$ cat src/rtl/branch_resolve_queue_pkg.sv
// branch_pkg: shared predictor encodings, control states and default sizes
package branch_pkg;
  typedef enum logic [1:0] {SNT = 2'b00, WNT = 2'b01, WT = 2'b10, ST = 2'b11} ctr_t;
  typedef enum logic {IDLE = 1'b0, UPD_WAIT = 1'b1} ctl_t;
  localparam int DEF_DEPTH = 4;
  localparam int DEF_CNT_W = 16;
  function automatic logic ctr_taken(ctr_t s);
    return s[1];
  endfunction
endpackage

$ cat src/rtl/branch_resolve_queue_if.sv
// branch_resolve_queue_if: predictor request/update and resolved-branch handshake bundle
interface branch_resolve_queue_if;
  logic pred_req;
  logic pred_in;
  logic req_ready;
  logic br_valid;
  logic br_taken;
  logic br_ready;
  logic upd_result;
  logic upd_taken;
  modport master (
    output pred_req, pred_in, br_valid, br_taken,
    input  req_ready, br_ready, upd_result, upd_taken
  );
  modport slave (
    input  pred_req, pred_in, br_valid, br_taken,
    output req_ready, br_ready, upd_result, upd_taken
  );
endinterface

$ cat src/rtl/branch_resolve_queue_pred_fifo.sv
// pred_fifo: DEPTH x 1-bit in-order prediction FIFO with explicit occupancy
module pred_fifo #(
  parameter int DEPTH = 4,
  parameter int PTR_W = $clog2(DEPTH)
) (
  input  logic           clk,
  input  logic           rst_n,
  input  logic           i_push,
  input  logic           i_pop,
  input  logic           i_din,
  output logic           o_head,
  output logic [PTR_W:0] o_occ,
  output logic           o_full
);
  logic [DEPTH-1:0] r_mem;
  logic [PTR_W-1:0] r_wp, r_rp;
  logic [PTR_W:0]   r_occ;
  logic             w_wr;
  assign o_full = r_occ == (PTR_W+1)'(DEPTH);
  assign w_wr   = i_push && !o_full;
  assign o_head = r_mem[r_rp];
  assign o_occ  = r_occ;
  // storage and pointers; the head is read before a same-edge write lands
  always_ff @(posedge clk or negedge rst_n) begin
    if (!rst_n) begin
      r_mem <= '0;
      r_wp  <= '0;
      r_rp  <= '0;
      r_occ <= '0;
    end else begin
      if (w_wr) begin
        r_mem[r_wp] <= i_din;
        r_wp        <= r_wp + PTR_W'(1);
      end
      if (i_pop) r_rp <= r_rp + PTR_W'(1);
      r_occ <= r_occ + (PTR_W+1)'(w_wr) - (PTR_W+1)'(i_pop);
    end
  end
endmodule

$ cat src/rtl/branch_resolve_queue.sv
// branch_resolve_queue: pairs queued predictions with resolved outcomes and schedules predictor updates
module branch_resolve_queue
  import branch_pkg::*;
#(
  parameter int DEPTH = DEF_DEPTH,
  parameter int PTR_W = $clog2(DEPTH),
  parameter int CNT_W = DEF_CNT_W
) (
  input  logic                  clk,
  input  logic                  rst_n,
  branch_resolve_queue_if.slave bus,
  output logic                  mispredict,
  output logic                  overflow,
  output logic [PTR_W:0]        occupancy,
  output logic [CNT_W-1:0]      branch_cnt,
  output logic [CNT_W-1:0]      mispred_cnt
);
  ctl_t             r_state, w_state_nx;
  logic             r_req_d, r_dir, r_mispredict, r_overflow;
  logic [CNT_W-1:0] r_bcnt, r_mcnt;
  logic             w_head, w_full, w_pending, w_xfer, w_miss;
  pred_fifo #(.DEPTH(DEPTH), .PTR_W(PTR_W)) u_fifo (
    .clk    (clk),
    .rst_n  (rst_n),
    .i_push (r_req_d),
    .i_pop  (w_xfer),
    .i_din  (bus.pred_in),
    .o_head (w_head),
    .o_occ  (occupancy),
    .o_full (w_full)
  );
  assign w_pending      = r_state == UPD_WAIT;
  assign bus.req_ready  = ({1'b0, occupancy} + (PTR_W+2)'(r_req_d)) < (PTR_W+2)'(DEPTH);
  assign bus.br_ready   = (occupancy != '0) && !w_pending;
  assign w_xfer         = bus.br_valid && bus.br_ready;
  assign w_miss         = w_head != bus.br_taken;
  assign bus.upd_result = w_pending && !bus.pred_req;
  assign bus.upd_taken  = r_dir;
  assign mispredict     = r_mispredict;
  assign overflow       = r_overflow;
  assign branch_cnt     = r_bcnt;
  assign mispred_cnt    = r_mcnt;
  // control state register
  always_ff @(posedge clk or negedge rst_n) begin
    if (!rst_n) r_state <= IDLE;
    else        r_state <= w_state_nx;
  end
  // an update waits in UPD_WAIT until the predictor has a request-free cycle
  always_comb begin
    w_state_nx = r_state;
    w_state_nx = (r_state == IDLE) ? (w_xfer ? UPD_WAIT : IDLE) : (bus.upd_result ? IDLE : UPD_WAIT);
  end
  // prediction capture timing, outcome bookkeeping and saturating statistics
  always_ff @(posedge clk or negedge rst_n) begin
    if (!rst_n) begin
      r_req_d      <= 1'b0;
      r_dir        <= 1'b0;
      r_mispredict <= 1'b0;
      r_overflow   <= 1'b0;
      r_bcnt       <= '0;
      r_mcnt       <= '0;
    end else begin
      r_req_d      <= bus.pred_req;
      r_mispredict <= w_xfer && w_miss;
      if (r_req_d && w_full) r_overflow <= 1'b1;
      if (w_xfer) begin
        r_dir <= bus.br_taken;
        if (~&r_bcnt) r_bcnt <= r_bcnt + CNT_W'(1);
        if (w_miss && ~&r_mcnt) r_mcnt <= r_mcnt + CNT_W'(1);
      end
    end
  end
endmodule

$ cat src/flat_wrapper.sv
// flat-port wrapper written by rule: the top's interface ports become plain ports
module branch_resolve_queue_flat import branch_pkg::*;
#(
  parameter int DEPTH = DEF_DEPTH,
  parameter int PTR_W = $clog2(DEPTH),
  parameter int CNT_W = DEF_CNT_W
)
  (clk, rst_n, mispredict, overflow, occupancy, branch_cnt, mispred_cnt, bus_pred_req, bus_pred_in, bus_br_valid, bus_br_taken, bus_req_ready, bus_br_ready, bus_upd_result, bus_upd_taken);
  branch_resolve_queue_if bus_i ();
  input  logic clk;
  input  logic rst_n;
  output logic mispredict;
  output logic overflow;
  output logic [PTR_W:0] occupancy;
  output logic [CNT_W-1:0] branch_cnt;
  output logic [CNT_W-1:0] mispred_cnt;
  input wire logic [$bits(bus_i.pred_req)-1:0] bus_pred_req;
  input wire logic [$bits(bus_i.pred_in)-1:0] bus_pred_in;
  input wire logic [$bits(bus_i.br_valid)-1:0] bus_br_valid;
  input wire logic [$bits(bus_i.br_taken)-1:0] bus_br_taken;
  output wire logic [$bits(bus_i.req_ready)-1:0] bus_req_ready;
  output wire logic [$bits(bus_i.br_ready)-1:0] bus_br_ready;
  output wire logic [$bits(bus_i.upd_result)-1:0] bus_upd_result;
  output wire logic [$bits(bus_i.upd_taken)-1:0] bus_upd_taken;
  assign bus_i.pred_req = bus_pred_req;
  assign bus_i.pred_in = bus_pred_in;
  assign bus_i.br_valid = bus_br_valid;
  assign bus_i.br_taken = bus_br_taken;
  assign bus_req_ready = bus_i.req_ready;
  assign bus_br_ready = bus_i.br_ready;
  assign bus_upd_result = bus_i.upd_result;
  assign bus_upd_taken = bus_i.upd_taken;
  branch_resolve_queue #(.DEPTH(DEPTH), .PTR_W(PTR_W), .CNT_W(CNT_W)) u_core (.clk(clk), .rst_n(rst_n), .bus(bus_i), .mispredict(mispredict), .overflow(overflow), .occupancy(occupancy), .branch_cnt(branch_cnt), .mispred_cnt(mispred_cnt));
endmodule
$ cat config.mk
export PLATFORM = sky130hd
export DESIGN_NAME = branch_resolve_queue_flat
export DESIGN_NICKNAME = d
export VERILOG_FILES = /design/src/rtl/branch_resolve_queue_pkg.sv /design/src/rtl/branch_resolve_queue_if.sv /design/src/rtl/branch_resolve_queue_pred_fifo.sv /design/src/rtl/branch_resolve_queue.sv /design/src/flat_wrapper.sv
export SDC_FILE = /design/constraint.sdc
export NUM_CORES = 1
export LEC_CHECK = 0
export BUFFER_PORTS_ARGS = -buffer_cell sky130_fd_sc_hd__buf_2
export CORE_MARGIN = 1.5
export CORE_UTILIZATION = 40
export CTS_CLUSTER_SIZE = 40
export DETAILED_ROUTE_END_ITERATION = 8
export MAX_ROUTING_LAYER = met4
export PLACE_DENSITY = 0.7
export SLEW_MARGIN = 20
export SYNTH_ARGS = -nofsm -noshare
export SYNTH_HDL_FRONTEND = slang
export SYNTH_SLANG_ARGS = --single-unit
$ cat constraint.sdc
create_clock -name clk -period 3.6 [get_ports clk]
set_input_delay 0.18 -clock clk [delete_from_list [all_inputs] [get_ports clk]]
set_output_delay 0.18 -clock clk [all_outputs]
set_load 0.005 [all_outputs]
==> qor.yml <==
cts_buffers: 5
port_buffers: 46
dr.first_iter.drc_count: 30
fp.coreArea_sq_mm: 0.00554
drcViolationCount: 0
wl_per_cell_um: 13.1
place_hpwl_um: 3040
ir_drop_uv: 249
cpLargestDelayFamily: "adder cells"
p_seq_share_pct: 46.0
yosysTopAreaCellShare_pct: 51.9
switching_power_mw: 0.626
tritoncts: "done"
grt-ovfl-total: 0
vias_per_cell: 5.00
ant_nets: 0
worstPathMaxFanout: 8
ys_ff_latch: 48
max_freq_mhz: 448
die_h_um: 79.0
avgSynthCellArea_sq_um: 12.0
grt_pass1_wl_um: 6810
synth_nets: 209
cpMaxStageDelayCell: "a21boi_1"
slowest_delay_ps: 460
ys_seq_area_share_pct: 51.9
wl_um: 4180
grtUsageTotal_pct: 14.5
rsz0062_at_grt: "no"
slew_violations: 0
die-area_sq_mm: 0.00625
hold_viol_final: 0
finClkSkew_ps: 8.70
critical_path_arrival_ps: 2430
hp-class: "input pin to flop"
gp_congestion: 0.750
layout-drive-gt1-share_pct: 29.0
final_common_cell: "dfrtp_1"
die_width_um: 79.0
ys.flop_type: "dfrtp_1"
synth-edff-count: 0
synthesis.area_sq_mm: 0.00231
swShare_pct: 34.1
worst_pin_slew_ps: 597
path_clk_slew_ps: 80
worstPathRequired_ps: 3790
p_leak_nw: 1.36
ys_types: 34
fillCellCount: 521
nets: 263
run_status: "complete, no violations"
area_growth_pct: 19.2
crit_buf_inv: 2
fin_tns_setup_ps: 0
finalCriticalPeriod_ps: 2230
layout_common_cells: "dfrtp_1, buf_2, xnor2_1, nand2_1"
numClockSinks: 48
vias: 1601
critPathKind: "flop to flop"
final-setup-viol-count: 0
clkPwrFrac_pct: 20.9
io_pins: 47
combinationalPowerShare_pct: 33.1
syn_inst: 193
worstPathCellList: "nor2_1 -> a21boi_1 -> inv_1 -> ha_1 -> inv_1 -> ha_1 -> fa_1 -> xnor2_1"
grt_max_degree: 49
power_density_mw_per_mm2: 666
post_cts_buffers: 0
htree_num_levels: 2
internal_power_mw: 1.21
num_rows: 27
place_area_sq_mm: 0.00264
cts_root_buf: "clkbuf_8"
grt_antenna_before_repair: 0
synth_top_area_cell: "dfrtp_1"
diodes: 0
whs_ps: 22.2
start_util_pct: 41.7
grt_pass1_vias: 1493
relSlewSlack_pct: 60.2
start_kind: "flop"
fin_crit_sh_pct: 62.1
maxCapViolations: 0
ys_top_cells_by_area: "dfrtp_1, xnor2_1, ha_1, xor2_1, mux2_2"
crit_path_end_kind: "flop"
insertion_delay_ps: 300
finalInstanceArea_sq_mm: 0.00276
cts_buffer_depth: 2
drtPass1Iterations: 4
async_flop_share_pct: 100
yosys_warnings: 0
[layout make-up]
class	instances	area [sq um]	share of cell area, %
Clock buffer	6	72.6	2.63
Clock inverter	2	35.0	1.27
Inverter	8	30.0	1.09
Multi-Input combinational cell	135	1070	38.9
Sequential cell	48	1200	43.6
Tap cell	72	90.1	3.27
Timing Repair Buffer	49	255	9.26
[cells in the mapped netlist, types with 2 or more instances]
master / n
xnor2_1: 22
nand2_1: 18
ha_1: 9
buf_2: 2
nor3_1: 6
dfrtp_1: 48
xor2_1: 11
nand4_1: 9
nand3_1: 11
nor2_1: 8
and4_1: 5
and3_1: 8
and2_1: 2
mux2_2: 7
inv_1: 8
[stage by stage]
step	std cells	worst slack, ps	total power [mW]	util, %
after floorplan	193	1500	1.24	-
after global placement	311	1460	1.44	47.6
after detailed placement	311	1370	1.47	47.6
after CTS	320	1350	1.86	49.7
after global routing	320	1190	1.96	49.7
final	320	1370	1.83	49.7
[power by group through the flow]
stage	Clock [mW]	Sequential, mW	Combinational (mW)
floorplan	0	0.836	0.409
detailed placement	0	0.853	0.620
global route	0.417	0.868	0.678
CTS	0.396	0.845	0.621
global placement	0	0.845	0.596
finish	0.383	0.844	0.608
[worst paths after layout]
path                                        start                     end  slack (ps)  cells after the start
setup / recovery           u_core.u_fifo.o_occ[1]  u_core.u_fifo.o_occ[2]        1370                      8
hold / removal                       bus_pred_req          u_core.r_req_d          20                      1
setup reg to reg           u_core.u_fifo.o_occ[1]  u_core.u_fifo.o_occ[2]        1370                      8
hold reg to reg                   u_core.overflow         u_core.overflow         490                      1
max in group asynchronous                   rst_n   u_core.u_fifo.r_rp[0]        2690                      3
min in group asynchronous                   rst_n  u_core.mispred_cnt[11]         500                      3
[kinds of logic (layout without fill, tap and decap cells)]
logic type      after synthesis  count (layout)  synth area share [%]
compound gates                7               7                  2.44
xor+xnor                     35              35                  14.4
fa+ha+maj                    10              10                  5.74
buf+inv                      10              65                  1.73
flops                        48              48                  51.9
mux                           8               8                  4.38
simple gates                 75              75                  19.4
[worst register-to-register path, stage by stage, from the launching register on]
cell	delay, ps
dfrtp_1	450
nor2_1	90
a21boi_1	460
inv_1	90
ha_1	290
inv_1	40
ha_1	180
fa_1	390
xnor2_1	140
[flip-flops by register name, summed over array words and instances, names as in the netlist]
signal,count
u_core.branch_cnt,16
u_core.mispred_cnt,16
u_core.u_fifo.r_mem,4
u_core.u_fifo.o_occ,3
u_core.u_fifo.r_rp,2
u_core.u_fifo.r_wp,2
u_core.bus.upd_taken,1
u_core.mispredict,1
u_core.overflow,1
u_core.r_req_d,1
u_core.r_state,1
[repair_timing]
item | 4_1_cts | 5_1_grt
hold buffers | 1 | 0
resized for setup | 0 | 0
hold endpoints to repair | 48 | 0
[layer usage]
layer / share of wire, % / up-vias / GRT usage (%) / wire length (um)
met2: 50 / 28 / 23.2 / 2090
met5: 0 / - / - / 0
met4: 1.6 / 0 / 5.26 / 68
met3: 3.8 / 6 / 3.56 / 159
li1: - / 776 / - / -
met1: 45 / 791 / 18.0 / 1870
No activity file was read; power rests on OpenSTA's default activity.
